## src/rtl/da_dct_row_sched.sv

```systemverilog
// da_dct_row_sched: row scheduler for one shared 4-input DA DCT unit (8 serial coefficients per row)
// Optional DA_ZERO_SKIP_EN: all-zero operand vectors bypass the DA unit and yield a zero coefficient.
module da_dct_row_sched #(
  parameter int DW = 9,
  parameter int DA_LAT = 6
) (
  input  logic          sys_clk,
  input  logic          sys_rst_n,
  input  logic          row_valid,
  output logic          row_ready,
  input  logic [8*DW-1:0] row_data,
  output logic          da_start,
  output logic [2:0]    da_sel,
  output logic [11:0]   da_x0,
  output logic [11:0]   da_x1,
  output logic [11:0]   da_x2,
  output logic [11:0]   da_x3,
  input  logic [11:0]   da_data_i,
  output logic          coef_valid,
  output logic [11:0]   coef_data,
  output logic [2:0]    coef_idx,
  output logic          row_done
);
  typedef enum logic [1:0] {IDLE, START, WAIT} state_t;
  state_t state, state_nxt;
  logic [3:0] cnt;
  logic [11:0] s [4];
  logic [11:0] d [4];
  logic [11:0] bs [4];
  logic [11:0] bd [4];
  logic [11:0] nx [4];
  logic accept, capture, skip, advance, last;
`ifdef DA_ZERO_SKIP_EN
  assign skip = state == START && ~|{da_x0, da_x1, da_x2, da_x3};
`else
  assign skip = 1'b0;
`endif
  always_comb begin
    row_ready = state == IDLE;
    accept = row_ready && row_valid;
    capture = state == WAIT && cnt == 4'(DA_LAT);
    advance = capture || skip;
    last = da_sel == 3'd7;
    da_start = state == START && !skip;
    state_nxt = accept ? START : advance ? (last ? IDLE : START) : state == START ? WAIT : state;
    for (int i = 0; i < 4; i++) begin
      bs[i] = 12'($signed(row_data[i*DW +: DW])) + 12'($signed(row_data[(7-i)*DW +: DW]));
      bd[i] = 12'($signed(row_data[i*DW +: DW])) - 12'($signed(row_data[(7-i)*DW +: DW]));
      nx[i] = accept ? bs[i] : last ? 12'd0 : da_sel[0] ? s[i] : d[i];
    end
  end
  always_ff @(posedge sys_clk or negedge sys_rst_n)
    if (!sys_rst_n) state <= IDLE;
    else state <= state_nxt;
  always_ff @(posedge sys_clk or negedge sys_rst_n)
    if (!sys_rst_n) begin
      cnt <= '0;
      s <= '{default: '0};
      d <= '{default: '0};
      da_sel <= '0;
      da_x0 <= '0;
      da_x1 <= '0;
      da_x2 <= '0;
      da_x3 <= '0;
      coef_valid <= 1'b0;
      coef_data <= '0;
      coef_idx <= '0;
      row_done <= 1'b0;
    end else begin
      cnt <= state == WAIT ? cnt + 4'd1 : 4'd1;
      coef_valid <= advance;
      row_done <= advance && last;
      if (advance) begin
        coef_data <= skip ? 12'd0 : da_data_i;
        coef_idx <= da_sel;
      end
      if (accept) begin
        s <= bs;
        d <= bd;
      end
      if (accept || advance) begin
        da_sel <= accept || last ? 3'd0 : da_sel + 3'd1;
        da_x0 <= nx[0];
        da_x1 <= nx[1];
        da_x2 <= nx[2];
        da_x3 <= nx[3];
      end
    end
endmodule

```

## config.mk

```make
export PLATFORM = sky130hd
export DESIGN_NAME = da_dct_row_sched
export DESIGN_NICKNAME = d
export VERILOG_FILES = /design/src/rtl/da_dct_row_sched.sv
export SDC_FILE = /design/constraint.sdc
export NUM_CORES = 1
export LEC_CHECK = 0
export ABC_CLOCK_PERIOD_IN_PS = 3400
export CORE_ASPECT_RATIO = 1.1
export CORE_MARGIN = 8
export CORE_UTILIZATION = 45
export CTS_CLUSTER_DIAMETER = 40
export DETAILED_ROUTE_END_ITERATION = 10
export PLACE_DENSITY = 0.71
export SYNTH_ARGS = -nofsm -noshare
export SYNTH_HDL_FRONTEND = slang
export SYNTH_SLANG_ARGS = --single-unit
```

## constraint.sdc

```tcl
create_clock -name sys_clk -period 3.4 [get_ports sys_clk]
set_clock_uncertainty 0.2 [all_clocks]
set_input_delay 1.02 -clock sys_clk [delete_from_list [all_inputs] [get_ports sys_clk]]
set_output_delay 1.02 -clock sys_clk [all_outputs]
set_load 0.005 [all_outputs]
```

==> impl_metrics.tcl, run 1 <==
set metrics [dict create \
    status "finished, final reports clean" \
    relSlewSlack_pct 52.1 \
    firstDrtPassIters 4 \
    grt.total_usage_pct 19.2 \
    grt_pass1_wl_mm 38.0 \
    io_pins 157 \
    drtIter0Drc 427 \
    ys_ff_latch 142 \
    cts_setup_buffers 0 \
    hold_path_startpoint "coef_idx[0]" \
    cap_violations 0 \
    mostFrequentLayoutCells "nand2_1, clkdlybuf4s50_1, dfrtp_1, ha_1, inv_1" \
    switching_share_pct 25.4 \
    combinationalPowerShare_pct 20.4 \
    portBuffers 156 \
    seq_area_frac_synth_pct 39.9 \
    numClockSinks 142 \
    min_period_ns 3.08 \
    grt_pass1_vias 7708 \
    reg2reg_from "cnt[0]" \
    h-tree-depth 4 \
    wire_per_inst_um 15.8 \
    fp-row-count 54 \
    endpoint_kind "flop" \
    slew_violations 0 \
    yosys_most_used_dff "dfrtp_1" \
    worstSetupStartpoint "row_data[36]" \
    synth_fp_nets 1165 \
    core_um2 19600 \
    worstSkewPairLatency_ns 0.42 \
    vias 7530 \
    gp_congestion 0.841 \
    netSwitchingPower_mw 1.17 \
    cp_max_fo 3 \
    synth.distinct_cells 62 \
    numCtsBuffers 17 \
    wl_mm 22.8 \
    fp.dieH_um 163 \
    final_nets 1349 \
    dp_worst_setup_slack_ns -0.0917 \
    die-area_um2 24500 \
    final.setup.worst_slack_ns 0.321 \
    dpl-instance-area_um2 11100 \
    path_class "input port to flop" \
    ir_worst_vdd_v 0.000334 \
    cts-resized-gates 0 \
    p_seq_share_pct 37.4 \
    ant_nets 0 \
    netlist_area_um2 8890 \
    clock_path_buffers 2 \
    synth_edf_count 0 \
    antenna_found_initial 0 \
    hp-class "flop to flop" \
    syn_to_final_growth_pct 31.4 \
    route.detailed.drc 0 \
    holdBufCountCts 0 \
    hold_viol 0 \
    path_clk_slew_ns 0.06 \
    fin_crit_sh_pct 90.6 \
    critPathRequiredTime_ns 3.50 \
    final_util_pct 59.6 \
    ys_warn_count 0 \
    powerDensity_nw_per_um2 393 \
    dieWidth_um 150 \
    via_per_inst 5.22 \
    setup_viol 0 \
    startpoint_type "input port" \
    avgSynthCellArea_um2 8.95 \
    p_leak_nw 5.46 \
    gr-total-overflow 0 \
    dpl.hpwl_mm 17.3 \
    start_util_pct 45.4 \
    stdcell_count 1442 \
    cts_root_buf "clkbuf_16" \
    arrival_ns 3.18 \
    synthCells 994 \
    p_int_mw 3.43 \
    placed_cells 1411 \
    p_clk_share_pct 42.1 \
    rsz0062_at_grt "no" \
    fin_hold_ws_ns 0.271 \
    tightestPinTransition_ns 0.718 \
    grt_start_max_net_pins 76 \
    final_area_um2 11700 \
    drive_above_1_share_pct 9.66 \
    max_freq_mhz 325 \
    async_flop_share_pct 100 \
    cts_tree "built" \
    n_antenna_cell 0 \
]
-- layer usage --
layer,global-route usage (%),vias to the layer above,wire (µm)
li1,-,3737,-
met1,24.0,3598,10100
met2,32.6,165,11300
met3,3.96,30,985
met4,6.32,0,343
met5,0,-,0
-- through the flow --
stage                     total power [mW]  setup TNS [ns]
final                                 4.59               0
after global routing                  4.83               0
after CTS                             4.64               0
after detailed placement              2.69          -0.513
after global placement                2.67          -0.126
after floorplan                       2.30               0
-- cells in the mapped netlist, drive strengths merged, types with 2 or more instances --
library cell / n / area [µm²]
o41ai: 2 / 17.5
a211oi: 15 / 113
and2: 5 / 31.3
nand3: 10 / 50.1
and3: 5 / 31.3
mux2: 6 / 67.6
o21bai: 10 / 75.1
clkbuf: 26 / 97.6
or2: 4 / 25.0
a221oi: 4 / 47.6
nor4b: 2 / 17.5
a31oi: 13 / 87.6
nor2b: 10 / 62.6
a221o: 5 / 50.1
a31o: 2 / 17.5
a21oi: 62 / 314
nand2: 157 / 589
nand2b: 18 / 115
o31ai: 6 / 45.0
xnor2: 26 / 228
dfrtp: 142 / 3550
or3: 7 / 48.8
a21boi: 2 / 15.0
mux2i: 35 / 350
nor3: 37 / 185
o311ai: 2 / 17.5
ha: 76 / 951
nor4: 7 / 43.8
fa: 8 / 160
inv: 71 / 267
o21a: 6 / 45.0
a22oi: 2 / 15.0
buf: 31 / 166
o211ai: 9 / 67.6
o22ai: 2 / 12.5
a21o: 10 / 75.1
nor2: 64 / 243
a22o: 2 / 17.5
o21ai: 63 / 315
xor2: 20 / 175
-- power groups by stage --
stage	Combinational, mW	Sequential (mW)	Clock [mW]
after floorplan	0.550	1.75	0
after detailed placement	0.939	1.75	0
after global placement	0.921	1.75	0
final	0.938	1.72	1.94
after global routing	1.05	1.72	2.06
after CTS	0.946	1.72	1.97
-- area by class of cell --
cell class              instances  area (µm²)
well taps                     252         315
repair buffers                222        2120
clock buffers                  24         472
clock inverters                 7         135
fillers                      1740        7910
inverters                      71         267
flip-flops and latches        142        3550
multi-input cells             724        4820
-- state kept, by name (all words and copies together) (netlist names) --
signal / count
coef_data: 12
da_x1: 10
coef_valid: 1
da_x0: 10
da_x3: 10
da_sel: 3
cnt: 4
d: 39
row_done: 1
s: 37
state: 2
da_x2: 10
coef_idx: 3
-- cell families after synthesis --
logic type	after synthesis	share of synthesized area, %
fa+ha+maj	84	12.5
simple gates	329	16.5
buf+inv	128	5.96
xor+xnor	46	4.53
mux	41	4.70
compound gates	224	15.9
flops	142	39.9
-- worst max-delay path: stages --
cell	delay [ns]
clkdlybuf4s50_1	0.49
ha_1	0.19
inv_1	0.06
fa_1	0.38
a21o_1	0.19
a21oi_1	0.27
o21bai_1	0.11
a31oi_1	0.22
xor2_1	0.16
o21ai_0	0.08
-- worst paths after layout --
check	slack (ns)	endpoint	depth (start not counted)
max in group asynchronous	1.85	coef_idx[0]	2
worst min register to register	0.27	coef_idx[0]	2
worst min-delay path	0.27	coef_idx[0]	2
worst max register to register	0.91	da_x0[6]	10
worst max-delay path	0.32	d[8]	10
min in group asynchronous	0.41	coef_data[9]	1
(Power assumes the default switching activity.)
==> run 2: changes to the inputs <==
--- a/config.mk
+++ b/config.mk
@@ -12,6 +12,7 @@
 export CTS_CLUSTER_DIAMETER = 40
 export DETAILED_ROUTE_END_ITERATION = 10
 export PLACE_DENSITY = 0.71
+export RECOVER_POWER = 100
 export SYNTH_ARGS = -nofsm -noshare
 export SYNTH_HDL_FRONTEND = slang
 export SYNTH_SLANG_ARGS = --single-unit
==> run 2 against run 1 <==
Compared with the run above: the run now ends with max-capacitance violations, max-slew violations left; final cell count unchanged; register-to-register slack got worse by 0.40 ns; via count up 0.13%; sequential power about the same; non-clock buffer count stayed put.
==> impl_metrics.tcl, run 2 (synthesis results as in run 1) <==
set metrics [dict create \
    status "finished, violations left" \
    violations "max-capacitance violations, max-slew violations" \
    path_clk_slew_ns 0.05 \
    rsz0062_at_grt "no" \
    grt_start_max_net_pins 76 \
    slew_violations 76 \
    use_met2_pct 32.6 \
    die-area_um2 24500 \
    reg2regPathDepth 10 \
    setup_viol 0 \
    grt_pass1_wl_mm 38.0 \
    hp-class "flop to flop" \
    slowest_delay_ns 0.54 \
    cp_top_family "compound AO/OA/AOI/OAI gates" \
    drtIter0Drc 416 \
    path_class "input port to flop" \
    critical_path_depth 10 \
    final.setup.worst_slack_ns 0.203 \
    portBuffers 156 \
    via_per_inst 5.23 \
    setup_tns_ns 0 \
    wl_mm 22.7 \
    numCtsBuffers 17 \
    drive_above_1_share_pct 8.74 \
    gr-total-overflow 0 \
    fin_hold_ws_ns 0.267 \
    dpl.hpwl_mm 17.3 \
    start_util_pct 45.4 \
    io_pins 157 \
    r2r_end "da_x1[6]" \
    critPathRequiredTime_ns 3.49 \
    vias 7540 \
    numClockSinks 142 \
    max_freq_mhz 313 \
    stdcell_count 1442 \
    firstDrtPassIters 4 \
    core_um2 19600 \
    grt.total_usage_pct 19.2 \
    final_nets 1349 \
    largest_reg_flops 39 \
    h-tree-depth 4 \
    worstSkewPairLatency_ns 0.42 \
    hold_viol 0 \
    cts_tree "built" \
    mostFrequentLayoutCells "nand2_1, dfrtp_1, clkdlybuf4s50_1, dlygate4sd3_1, ha_1" \
    gp_congestion 0.841 \
    crit_slowest_cell "dlygate4sd3_1" \
    fin_crit_sh_pct 94.0 \
    relSlewSlack_pct -23.3 \
    endpoint_kind "flop" \
    dieWidth_um 150 \
    min_period_ns 3.20 \
    critPathBufInv 2 \
    reg_top3 "d x39, s x37, coef_data x12" \
    holdBufCountCts 0 \
    ir_worst_vdd_v 0.000334 \
    reg2reg_from "cnt[0]" \
    clock_path_buffers 2 \
    fp.dieH_um 163 \
    startpoint_type "input port" \
    powerDensity_nw_per_um2 394 \
    regToRegSetupSlack_ns 0.51 \
    worstSetupStartpoint "row_data[18]" \
    wire_per_inst_um 15.8 \
    busiest_layer "met2" \
    p_leak_nw 5.59 \
    fillers 1752 \
    final_common_cell "nand2_1" \
    syn_to_final_growth_pct 30.4 \
    tightestPinTransition_ns 1.85 \
    grt_pass1_vias 7708 \
    final_area_um2 11600 \
    fp-row-count 54 \
    route.detailed.drc 0 \
    cts-resized-gates 0 \
    p_total_mw 4.58 \
    arrival_ns 3.29 \
    dpl-instance-area_um2 11100 \
    placed_cells 1411 \
    max_flop_register "d" \
    crit_chain "dlygate4sd3_1, clkbuf_4, ha_1, fa_1, nand2b_1, a221oi_1, nor4_1, o31a_1, xnor2_1, o21ai_0" \
    crit_end "s[20]" \
    grtUsageMet3_pct 3.96 \
    cp_max_fo 3 \
    use_met1_pct 24.0 \
    cts_root_buf "clkbuf_16" \
    final_util_pct 59.2 \
    ant_nets 0 \
    dp_worst_setup_slack_ns -0.0917 \
    antenna_found_initial 0 \
    n_antenna_cell 0 \
    cap_violations 1 \
    cts_setup_buffers 0 \
]
run 2: cell types whose count changed in the layout (fill, tap and decap cells not counted), sizes merged:
cell,previous run,this run
dlygate4sd3,0,77
buf,67,48
clkdlybuf4s50,155,78
clkbuf,24,43
run 2: worst min path at each step:
stage	endpoint	start	depth (start not counted)
floorplan	s[31]	s[31]	2
global placement	coef_data[0]	coef_data[0]	2
detailed placement	s[18]	s[18]	2
CTS	d[37]	d[37]	2
global route	coef_data[8]	coef_data[8]	2
finish	coef_data[11]	coef_data[11]	2
run 2: cell type report:
type	count	area, µm²	share of cell area [%]
multi-input cells	724	4810	41.5
well taps	252	315	2.72
inverters	71	267	2.30
clock buffers	24	472	4.07
flip-flops and latches	142	3550	30.6
repair buffers	222	2050	17.6
clock inverters	7	135	1.16
run 2: routing by layer:
metal  share of wire (%)  wire length [µm]
met1                  45             10100
met2                  50             11300
met3                 4.1               937
met4                 1.7               388
met5                   0                 0
run 2: worst min-delay path, stage by stage, from the launching register on:
cell     delay (ns)
dfrtp_1        0.33
nand2_1        0.05
nand2_1        0.06
run 2: where the power goes:
part	switching [mW]	total (mW)	internal, mW
Sequential	0.00324	1.72	1.72
Combinational	0.486	0.920	0.434
Clock	0.676	1.94	1.26
Total	1.17	4.58	3.41
==> run 3: changes to the inputs <==
--- a/config.mk
+++ b/config.mk
@@ -9,7 +9,7 @@
 export CORE_ASPECT_RATIO = 1.1
 export CORE_MARGIN = 8
 export CORE_UTILIZATION = 45
-export CTS_CLUSTER_DIAMETER = 40
+export CTS_CLUSTER_SIZE = 25
 export DETAILED_ROUTE_END_ITERATION = 10
 export PLACE_DENSITY = 0.71
 export RECOVER_POWER = 100
==> results of run 3 <==
The final DEF is identical to that of run 2; final timing and power are the same.
